<file path="config.mk">
export PLATFORM = sky130hd
export DESIGN_NAME = fifo_uart_tx
export DESIGN_NICKNAME = d
export VERILOG_FILES = /design/src/rtl/fifo_pkg.sv /design/src/rtl/fifo_uart_tx_bit_timer.sv /design/src/rtl/fifo_uart_tx.sv
export SDC_FILE = /design/constraint.sdc
export NUM_CORES = 1
export LEC_CHECK = 0
export CAP_MARGIN = 30
export CORE_AREA = 5 5 54 56
export CTS_CLUSTER_DIAMETER = 30
export DETAILED_ROUTE_END_ITERATION = 6
export DIE_AREA = 0 0 59 61
export HOLD_SLACK_MARGIN = 0.12
export PLACE_DENSITY = 0.74
export SLEW_MARGIN = 20
export SYNTH_ARGS = -nofsm -noshare
export SYNTH_HDL_FRONTEND = slang
export SYNTH_SLANG_ARGS = --single-unit
</file>
<file path="constraint.sdc">
create_clock -name clk -period 2.2 [get_ports clk]
set_clock_uncertainty 0.15 [all_clocks]
set_input_delay 0.44 -clock clk [delete_from_list [all_inputs] [get_ports clk]]
set_output_delay 0.44 -clock clk [all_outputs]
set_load 0.1 [all_outputs]
</file>
<file path="src/rtl/fifo_pkg.sv">
// Shared definitions for the FIFO buffer and its serial transmit stage.
package fifo_pkg;

  // Word width and depth shared with the stack/FIFO buffer block.
  localparam int DEF_WIDTH = 8;
  localparam int DEF_DEPTH = 8;

  typedef enum logic [2:0] {
    IDLE   = 3'd0,
    ACK    = 3'd1,
    START  = 3'd2,
    DATA   = 3'd3,
    PARITY = 3'd4,
    STOP   = 3'd5
  } tx_state_t;

endpackage

</file>
<file path="src/rtl/fifo_uart_tx_bit_timer.sv">
// Bit-period timer: counts clk cycles while enabled, pulses bit_tick on the
// last cycle of each serial bit, and parks at zero when disabled.
module bit_timer #(
  parameter int CLKS_PER_BIT = 16
) (
  input  logic clk,
  input  logic rst_n,
  input  logic en,
  output logic bit_tick
);

  localparam int CW = (CLKS_PER_BIT > 1) ? $clog2(CLKS_PER_BIT) : 1;
  localparam logic [CW-1:0] TC = CW'(CLKS_PER_BIT - 1);

  logic [CW-1:0] cnt;

  // Cycle counter: wraps at terminal count, cleared whenever disabled.
  always_ff @(posedge clk or negedge rst_n) begin
    if (!rst_n) begin
      cnt <= '0;
    end else if (!en || cnt == TC) begin
      cnt <= '0;
    end else begin
      cnt <= cnt + CW'(1);
    end
  end

  assign bit_tick = en && (cnt == TC);

endmodule

</file>
<file path="src/rtl/fifo_uart_tx.sv">
// Serial transmitter fed from the FIFO buffer over a four-phase pop handshake.
//
//   state  | meaning
//   IDLE   | line high, waiting for rx_rdy; captures the word on rx_rdy
//   ACK    | rx_done held high until the buffer drops rx_rdy
//   START  | start bit (line low)
//   DATA   | WIDTH data bits, LSB first
//   PARITY | even-parity bit (only when PARITY_EN=1)
//   STOP   | stop bit (line high), then back to IDLE
module fifo_uart_tx
  import fifo_pkg::*;
#(
  parameter int WIDTH        = DEF_WIDTH,
  parameter int CLKS_PER_BIT = 16,
  parameter int PARITY_EN    = 1
) (
  input  logic             clk,
  input  logic             rst_n,
  input  logic             rx_rdy,
  output logic             rx_done,
  input  logic [WIDTH-1:0] in_data,
  output logic             tx_line,
  output logic             busy
);

  localparam int BCW = $clog2(WIDTH + 1);
  localparam logic [BCW-1:0] LAST_BIT = BCW'(WIDTH - 1);

  tx_state_t        state, state_nxt;
  logic [WIDTH-1:0] shift_q, shift_nxt;
  logic             parity_q;
  logic [BCW-1:0]   bit_cnt;
  logic             tick, timer_en;
  logic             tx_nxt, done_nxt, busy_nxt;

  assign timer_en = (state == START) || (state == DATA) ||
                    (state == PARITY) || (state == STOP);

  bit_timer #(.CLKS_PER_BIT(CLKS_PER_BIT)) u_bit_timer (
    .clk      (clk),
    .rst_n    (rst_n),
    .en       (timer_en),
    .bit_tick (tick)
  );

  // State register.
  always_ff @(posedge clk or negedge rst_n) begin
    if (!rst_n) state <= IDLE;
    else        state <= state_nxt;
  end

  // Next-state and next shift-register contents.
  always_comb begin
    state_nxt = state;
    shift_nxt = shift_q;
    unique case (state)
      IDLE: if (rx_rdy) begin
        state_nxt = ACK;
        shift_nxt = in_data;
      end
      ACK:    if (!rx_rdy) state_nxt = START;
      START:  if (tick) state_nxt = DATA;
      DATA: if (tick) begin
        shift_nxt = shift_q >> 1;
        if (bit_cnt == LAST_BIT) state_nxt = (PARITY_EN != 0) ? PARITY : STOP;
      end
      PARITY: if (tick) state_nxt = STOP;
      STOP:   if (tick) state_nxt = IDLE;
      default: state_nxt = IDLE;
    endcase
  end

  // Output values for the coming cycle, derived from the next state so the
  // registered outputs line up with the state they belong to.
  always_comb begin
    tx_nxt   = 1'b1;
    done_nxt = 1'b0;
    busy_nxt = 1'b1;
    unique case (state_nxt)
      IDLE:    busy_nxt = 1'b0;
      ACK:     done_nxt = 1'b1;
      START:   tx_nxt   = 1'b0;
      DATA:    tx_nxt   = shift_nxt[0];
      PARITY:  tx_nxt   = parity_q;
      STOP:    tx_nxt   = 1'b1;
      default: busy_nxt = 1'b0;
    endcase
  end

  // Datapath and registered outputs.
  always_ff @(posedge clk or negedge rst_n) begin
    if (!rst_n) begin
      shift_q  <= '0;
      parity_q <= 1'b0;
      bit_cnt  <= '0;
      tx_line  <= 1'b1;
      rx_done  <= 1'b0;
      busy     <= 1'b0;
    end else begin
      shift_q <= shift_nxt;
      if (state == IDLE && rx_rdy) parity_q <= ^in_data;
      if (state != DATA) begin
        bit_cnt <= '0;
      end else if (tick) begin
        bit_cnt <= (bit_cnt == LAST_BIT) ? '0 : bit_cnt + BCW'(1);
      end
      tx_line <= tx_nxt;
      rx_done <= done_nxt;
      busy    <= busy_nxt;
    end
  end

endmodule
</file>
## Word level (Yosys, flattened, before mapping)

Index checks and enable logic that the tools add are counted.

- Output and inout bits: 3
- Bits in registers: 23
- Logic and storage cells: 57
- Bits of input ports: 11

- Add/subtract/negate cells: 2
- Equality and inequality tests: 15
- Multiplexer cells: 18
- Reduce and logical (&&, ||, !) cells: 13

Operators by type and width:

| kind | number |
|---|---|
| two-way mux 3 bit | 7 |
| case mux 3 bit (6 select lines) | 1 |
| two-way mux 4 bit | 4 |
| two-way mux 8 bit | 2 |
| case mux 8 bit (2 select lines) | 1 |
| == test 3 x 2 -> 1 bit, second input constant | 4 |
| == test 3 bit, second input constant | 4 |
| adder 4 x 1 -> 4 bit, second input constant | 2 |
| parity 8 bit | 1 |
| == test 3 x 1 -> 1 bit, second input constant | 2 |
| OR reduction 5 bit | 1 |
| == test 4 x 3 -> 1 bit, second input constant | 1 |
| == test 4 bit, second input constant | 1 |
| logical OR 1 bit | 4 |
| inequality test 2 bit, second input constant | 2 |
| nonzero test 2 bit | 2 |
| logical NOT 3 bit | 1 |
| inequality test 3 x 2 -> 1 bit, second input constant | 1 |
| case mux 1 bit (3 select lines) | 1 |
| AND reduction 3 bit | 1 |
| logical AND 1 bit | 2 |
| two-way mux 1 bit | 2 |
| logical NOT 1 bit | 1 |

## Longest topological paths before layout

Gate-level depths: netlist of the first run.

- Word-level depth: 10
- Depth in mapped cells: 6
- Mapped depth without buffers: 5

## By module

A second synthesis of the first run with hierarchy kept.

- Cell total of the unflattened synthesis: 114
- Area, all modules: 1224.9 sq um

Modules (own cells, without submodules):

| module | times used | seq. area each (sq um) | area an instance (sq um) | cells each |
|---|---|---|---|---|
| fifo_uart_tx | 1 | 476.7 | 1051.0 | 99 |
| bit_timer | 1 | 100.1 | 173.9 | 15 |

## Worst setup path before layout of the first run

Ideal clock, no wire load.

- Kind: register to register
- From: register state[2]
- To: register tx_line
- Slack: 308 ps
- Stages on the path, launching flop included: 7
- Clock period less this slack: 1892 ps
- Library setup time: 99 ps
- Path buffers: 1
- Required time: 1951 ps
- Arrival: 1643 ps
- Path through: dfrtp_1 -> ha_1 -> and4_1 -> buf_6 -> a211o_2 -> o311ai_1 -> o221ai_1

- Longest elaborated chain between the ends: 9
- Elaborated cells between the ends (all ways): 24
- Those cells by class: eq/ne (8); mux (11); reduce/logical (5)

RTL lines:

| item | line | text |
|---|---|---|
| from (decl) | fifo_uart_tx.sv:29 | `tx_state_t state, state_nxt;` |
| from (signal assigned) | fifo_uart_tx.sv:49 | `else state <= state_nxt;` |
| == test 3 x 2 -> 1 bit | fifo_uart_tx.sv:36, fifo_uart_tx.sv:56 |  |
| logical OR 1 bit (2 in series) | fifo_uart_tx.sv:36 | `assign timer_en = (state == START) \|\| (state == DATA) \|\|` |
| logical OR 1 bit | fifo_uart_tx.sv:37 | `(state == PARITY) \|\| (state == STOP);` |
| logical AND 1 bit | fifo_uart_tx_bit_timer.sv:28 | `assign bit_tick = en && (cnt == TC);` |
| two-way mux 3 bit, on equally long branches | n/a |  |
| case mux 3 bit (6 select lines) | fifo_uart_tx.sv:56 | `unique case (state)` |
| == test 3 bit or == test 3 x 2 -> 1 bit (tied branches) | fifo_uart_tx.sv:79 | `unique case (state_nxt)` |
| case mux 1 bit (3 select lines) (*) | fifo_uart_tx.sv:79 |  |
| net tx_nxt | fifo_uart_tx.sv:34 | `logic tx_nxt, done_nxt, busy_nxt;` |
| to (signal assigned) | fifo_uart_tx.sv:107 | `tx_line <= tx_nxt;` |
| to (decl) | fifo_uart_tx.sv:22 | `output logic tx_line,` |

Mark *: on every way through the listed nets, which the timed path passes. The rest lies on a longest branch. The select of a mux whose other input is x is not followed.
A chain may end at the register's enable or synchronous reset.

## Final worst setup path of the first run

- From: register u_bit_timer.cnt[0]
- To: register tx_line

- Longest elaborated chain between the ends: 6
- Elaborated cells between the ends (all ways): 13
- Those cells by class: eq/ne (4); mux (8); reduce/logical (1)

RTL lines:

| item | line | text |
|---|---|---|
| from (decl) | fifo_uart_tx_bit_timer.sv:15 | `logic [CW-1:0] cnt;` |
| from (signal assigned) | fifo_uart_tx_bit_timer.sv:24 | `cnt <= cnt + CW'(1);` |
| == test 4 bit (*) | fifo_uart_tx_bit_timer.sv:28 |  |
| logical AND 1 bit (*) | fifo_uart_tx_bit_timer.sv:28 |  |
| two-way mux 3 bit, on equally long branches | n/a |  |
| case mux 3 bit (6 select lines) | fifo_uart_tx.sv:56 |  |
| == test 3 bit or == test 3 x 2 -> 1 bit (tied branches) | fifo_uart_tx.sv:79 |  |
| case mux 1 bit (3 select lines) (*) | fifo_uart_tx.sv:79 |  |
| net tx_nxt | fifo_uart_tx.sv:34 |  |

Marked as above.

==> flow_summary.toml, run 1 <==
[grt]
globalRoute.totalOverflow = 0
antenna_found_initial = 0
grt_util_all_layers_pct = 15.5
maximum_number_of_pins_on_one_net_before_global_route_repair = 24
grt_first_pass_wirelength_um = 4320
grt_pass1_vias = 1008

[die]
num_io_pins = 14
rows = 18
core_area_um2 = 2390
start_util_pct = 50.9
die_width_um = 59
dieArea_um2 = 3600
dieHeight_um = 61

[layout]
relative_area_change_from_synthesis_to_final_layout_pct = 16.9
antenna_cells_inserted = 0
finalNonFillerCells = 171
seqCellArea_um2 = 577
multi_input_comb_area_um2 = 586
final_layout_size_suffix_gt1_share_pct = 13.5
mostFrequentLayoutCell = "sky130_fd_sc_hd__dfrtp_1"
mostFrequentLayoutCells = "sky130_fd_sc_hd__dfrtp_1 (22), sky130_fd_sc_hd__nand2_1 (15), sky130_fd_sc_hd__o21ai_0 (11), sky130_fd_sc_hd__clkdlybuf4s50_1 (10), sky130_fd_sc_hd__buf_4 (8)"
finalNetCount = 156
fill_cells = 213

[timing]
relative_slew_margins_pct = 67.6
worst_pin_slew_ns = 0.480
finalHoldViolCount = 0
period_minus_slack_ns = 1.97
final_min_period_over_clock_period_pct = 89.4
timing.final.max_slew_violations = 0
totalNegativeSetupSlack_ns = 0
setup-violations-final = 0
fmax_ghz = 0.509
unrepaired_setup_endpoints_after_global_routing = "false"

[detailed_routing]
drt-initial-drc-count = 16
route.detailed.vias_per_inst = 5.72
wl_um = 2410
route.antenna.remaining_nets = 0
routedWlPerCell_um = 14.1
detailroute.via_count = 978
remaining_drc_errors = 0
detailedRoute.firstPassIterationCount = 4

[worst_setup_path]
endpoint_kind = "flop"
path_class = "flop to flop"
timing.reg2reg.setup_slack_ns = 0.23
critPathRequiredTime_ns = 2.26
worstSetupStartpointType = "flop"
critical_path_arrival_ns = 2.03
path_max_fanout = 10

[logic_synthesis]
synthesis.nets = 137
synth_warnings = 0
synthesis.area_per_instance_um2 = 9.89
mappedNetlistArea_um2 = 1220
synthCells = 123
ys_ff_latch = 23
synth_sequential_area_ratio_pct = 47.4
synth_cell_type_count = 41

[placed_design]
port_buffers = 13
gpl.final_weighted_congestion = 0.816
hpwlAfterDp_um = 1800
placedCellCount = 167

[pwr]
leakagePower_nw = 0.612
pwr_density_cell_nw_per_um2 = 951
ir_drop_mv = 0.641

[clocking]
root_driver = "sky130_fd_sc_hd__clkbuf_4"
max-clock-path-buffers = 2
tritoncts = "built"
worstSkewPairLatency_ns = 0.30
htreeDepth = 1
post_cts_clock_slew_at_the_launch_and_capture_registers_of_the_worst_setup_and_hold_paths_ns = 0.12
clock_sink_count = 23
cts_made_buffers = 3

[outcome]
run_status = "completed"

[worst_hold_path]
hold_path_class = "input port to asynchronous set/reset pin"

[flow_run]
max-cap-violations = 0
[report_power, final]
part           total, mW  switching, mW  internal [mW]  leakage, nW
Combinational      0.467          0.257          0.210        0.316
Sequential         0.693          0.124          0.569        0.280
Clock              0.192          0.121         0.0706       0.0150
Total               1.35          0.502          0.850        0.612
[metal layers]
| metal | up-vias | routed length (um) | GRT usage [%] |
|---|---|---|---|
| met2 | 15 | 1210 | 25.6 |
| li1 | 487 | - | - |
| met3 | 2 | 71 | 2.77 |
| met4 | 0 | 19 | 5.50 |
| met1 | 474 | 1110 | 20.4 |
| met5 | - | 0 | 0 |
[timing repair]
action | CTS | global route
endpoints found under the setup margin | 0 | 1
setup buffers | 0 | 0
hold buffers | 0 | 0
resized for setup | 0 | 1
[sequential cells by signal (all words and copies together), names as in the netlist]
register / count
u_bit_timer.cnt: 4
parity_q: 1
tx_line: 1
bit_cnt: 4
rx_done: 1
busy: 1
shift_q: 8
state: 3
[worst paths after layout]
check,cells past startpoint,start,end
worst max-delay path,5,u_bit_timer.cnt[0],tx_line
worst min-delay path,2,rst_n,shift_q[1]
worst max register to register,5,u_bit_timer.cnt[0],tx_line
worst min register to register,1,u_bit_timer.cnt[0],u_bit_timer.cnt[0]
max in group asynchronous,2,rst_n,tx_line
min in group clk,1,u_bit_timer.cnt[0],u_bit_timer.cnt[0]
[critical path, cell delays in order, from the launching register on]
cell	delay, ns
sky130_fd_sc_hd__dfrtp_1	0.41
sky130_fd_sc_hd__ha_1	0.28
sky130_fd_sc_hd__and4_2	0.39
sky130_fd_sc_hd__o211ai_1	0.18
sky130_fd_sc_hd__a311oi_1	0.29
sky130_fd_sc_hd__o221ai_1	0.18
[logic make-up (layout without fill, tap and decap cells)]
kind of cell / Yosys count / after routing / share of synthesized area [%]
AO/OA/AOI/OAI: 36 / 36 / 19.5
flip-flops: 23 / 23 / 47.4
adder cells (fa/ha/maj): 3 / 3 / 3.09
buffers and inverters: 9 / 27 / 4.53
AND/OR/NAND/NOR: 43 / 43 / 18.9
XOR/XNOR: 9 / 9 / 6.48
[stage by stage]
stage	cell area (um^2)	power [mW]	setup WS, ns	utilization [%]	hold slack, ns
floorplan	1220	1.03	0.308	-	-0.00559
global placement	1390	1.14	0.108	58.4	0.315
detailed placement	1390	1.17	0.0642	58.4	0.320
CTS	1420	1.37	0.157	59.5	0.327
global route	1420	1.46	0.0776	59.5	0.336
finish	1420	1.35	0.234	59.5	0.325
[synthesized netlist by cell type (all sizes together)]
cell | number | area share, %
nand4 | 3 | 2.1
and3 | 2 | 1.1
xnor2 | 7 | 5.0
nand3 | 3 | 1.2
ha | 3 | 3.1
a21oi | 7 | 3.2
nor3b | 1 | 0.62
dfrtp | 22 | 45
or2 | 1 | 0.51
and4 | 1 | 0.72
buf | 4 | 2.9
dfstp | 1 | 2.2
o21ai | 11 | 4.5
nor3 | 3 | 1.2
a41oi | 1 | 0.72
o311ai | 1 | 0.72
clkbuf | 1 | 0.41
nor2b | 1 | 0.51
a32o | 1 | 0.82
and2 | 2 | 1.0
a311oi | 2 | 1.4
and4b | 1 | 0.82
a211oi | 1 | 0.62
and3b | 1 | 0.72
a211o | 1 | 0.82
o221ai | 1 | 0.72
nor4b | 1 | 0.72
nor2 | 6 | 1.9
xor2 | 2 | 1.4
o211ai | 2 | 1.2
a22oi | 6 | 3.7
or3 | 1 | 0.51
inv | 4 | 1.2
a31oi | 2 | 1.0
nand3b | 1 | 0.62
nand2 | 15 | 4.6
[area by class of cell]
type | count | share of cell area [%]
multi-input combinational | 91 | 41.2
clock buffer | 4 | 1.85
tap | 30 | 2.64
sequential | 23 | 40.6
inverter | 4 | 1.06
timing repair buffer | 19 | 12.7
Power figures use the tool's default switching activity.
==> inputs of run 2 (changes only) <==
--- a/config.mk
+++ b/config.mk
@@ -10,6 +10,7 @@
 export CTS_CLUSTER_DIAMETER = 30
 export DETAILED_ROUTE_END_ITERATION = 6
 export DIE_AREA = 0 0 59 61
+export GPL_ROUTABILITY_DRIVEN = 0
 export HOLD_SLACK_MARGIN = 0.12
 export PLACE_DENSITY = 0.74
 export SLEW_MARGIN = 20
==> results of run 2 <==
The final DEF is identical to that of run 1; final timing and power are the same.
==> inputs of run 3 (changes only) <==
--- a/config.mk
+++ b/config.mk
@@ -6,10 +6,10 @@
 export NUM_CORES = 1
 export LEC_CHECK = 0
 export CAP_MARGIN = 30
-export CORE_AREA = 5 5 54 56
+export CORE_AREA = 10 10 59 61
 export CTS_CLUSTER_DIAMETER = 30
 export DETAILED_ROUTE_END_ITERATION = 6
-export DIE_AREA = 0 0 59 61
+export DIE_AREA = 0 0 69 71
 export GPL_ROUTABILITY_DRIVEN = 0
 export HOLD_SLACK_MARGIN = 0.12
 export PLACE_DENSITY = 0.74
==> flow_summary.toml, run 3 (same netlist as run 1, synthesis figures left out) <==
[timing]
finalHoldViolCount = 0
worst_pin_slew_ns = 0.389
final_min_period_over_clock_period_pct = 90.7
fmax_ghz = 0.501
timing.final.max_slew_violations = 0
timing.hold.ws_ns = 0.316
relative_slew_margins_pct = 73.8
totalNegativeSetupSlack_ns = 0
setup-violations-final = 0
unrepaired_setup_endpoints_after_global_routing = "false"
period_minus_slack_ns = 1.99

[clocking]
cts_setup_buffers = 0
root_driver = "sky130_fd_sc_hd__clkbuf_4"
post_cts_clock_slew_at_the_launch_and_capture_registers_of_the_worst_setup_and_hold_paths_ns = 0.12
cts_made_buffers = 3
holdBufCountCts = 0
clock_sink_count = 23
post_cts.resized_instances = 0
max-clock-path-buffers = 2
worstSkewPairLatency_ns = 0.30
tritoncts = "built"
htreeDepth = 1

[detailed_routing]
route.antenna.remaining_nets = 0
detailedRoute.firstPassIterationCount = 4
route.detailed.vias_per_inst = 5.77
detailroute.via_count = 986
routedWlPerCell_um = 14.7
drt-initial-drc-count = 69
remaining_drc_errors = 0
wl_um = 2520

[grt]
grt_pass1_vias = 1027
grt_first_pass_wirelength_um = 4410
globalRoute.totalOverflow = 0
maximum_number_of_pins_on_one_net_before_global_route_repair = 24
grt_util_all_layers_pct = 10.4
antenna_found_initial = 0

[flow_run]
max-cap-violations = 0

[layout]
largest-register = "shift_q"
finalNonFillerCells = 171
relative_area_change_from_synthesis_to_final_layout_pct = 16.8
mostFrequentLayoutCells = "sky130_fd_sc_hd__dfrtp_1 (22), sky130_fd_sc_hd__nand2_1 (15), sky130_fd_sc_hd__o21ai_0 (11), sky130_fd_sc_hd__clkdlybuf4s50_1 (10), sky130_fd_sc_hd__buf_4 (8)"
seqCellArea_um2 = 577
finalNetCount = 156
final_layout_size_suffix_gt1_share_pct = 12.8
antenna_cells_inserted = 0
fill_cells = 225
max_reg_flops = 8
multi_input_comb_area_um2 = 584
mostFrequentLayoutCell = "sky130_fd_sc_hd__dfrtp_1"
reg.largest.list = "shift_q (8), bit_cnt (4), u_bit_timer.cnt (4)"

[outcome]
run_status = "completed"

[pwr]
leakagePower_nw = 0.612
pwr_density_cell_nw_per_um2 = 948
ir_drop_mv = 0.692

[worst_setup_path]
path_max_fanout = 10
critical_path_arrival_ns = 2.06
critPathRequiredTime_ns = 2.27
endpoint_kind = "flop"
worstSetupStartpointType = "flop"
path_class = "flop to flop"

[die]
core_area_um2 = 2390
die_width_um = 69
start_util_pct = 50.9
num_io_pins = 14
dieHeight_um = 71
dieArea_um2 = 4900
rows = 18

[worst_hold_path]
hold_path_class = "input port to asynchronous set/reset pin"

[placed_design]
port_buffers = 13
placedCellCount = 167
hpwlAfterDp_um = 1900
==> run 3: cell counts in the layout (fill, tap and decap cells not counted) <==
Identical to the previous run, type by type.
==> run 3: worst paths after layout <==
check                                    from                  to  slack, ns  depth (start not counted)
max                        u_bit_timer.cnt[0]             tx_line       0.21                          5
min                                     rst_n          shift_q[1]       0.32                          2
max reg2reg                u_bit_timer.cnt[0]             tx_line       0.21                          5
min reg2reg                u_bit_timer.cnt[0]  u_bit_timer.cnt[0]       0.34                          1
max in group asynchronous               rst_n             tx_line       1.30                          2
min in group clk           u_bit_timer.cnt[0]  u_bit_timer.cnt[0]       0.34                          1
==> run 3: where the power goes <==
group,leakage [nW],switching [mW],internal (mW)
registers,0.280,0.124,0.569
logic,0.316,0.255,0.208
clock network,0.0150,0.119,0.0706
total,0.612,0.499,0.847
==> run 3: area by class of cell <==
class,count,area share (%)
multi-input combinational,91,41.1
sequential,23,40.6
timing repair buffer,19,12.7
tap,30,2.64
clock buffer,4,1.85
inverter,4,1.06
==> run 3: critical path: stages (launching register included) <==
cell and delay, ns:
sky130_fd_sc_hd__dfrtp_1 0.41, sky130_fd_sc_hd__ha_1 0.27, sky130_fd_sc_hd__and4_1 0.43, sky130_fd_sc_hd__o211ai_1 0.20
sky130_fd_sc_hd__a311oi_1 0.29, sky130_fd_sc_hd__o221ai_1 0.16
==> run 3: stage by stage <==
stage          power (mW)  util (%)  cell area (um^2)  worst slack, ns
6_report             1.35      59.5              1420            0.205
5_1_grt              1.46      59.5              1420           0.0539
4_1_cts              1.36      59.5              1420            0.207
3_5_place_dp         1.16      58.4              1390           0.0917
3_3_place_gp         1.14      58.4              1390            0.109
2_1_floorplan        1.03         -              1220            0.308
==> run 3: metal layers <==
metal  routed length [um]  part of all wire [%]  global-route usage [%]  vias up
met1                 1110                    44                    12.1      487
met5                    0                     0                       0        -
met3                   62                   2.5                    1.81        2
li1                     -                     -                       -      486
met2                 1330                    53                    18.3       11
met4                   19                  0.76                    4.70        0
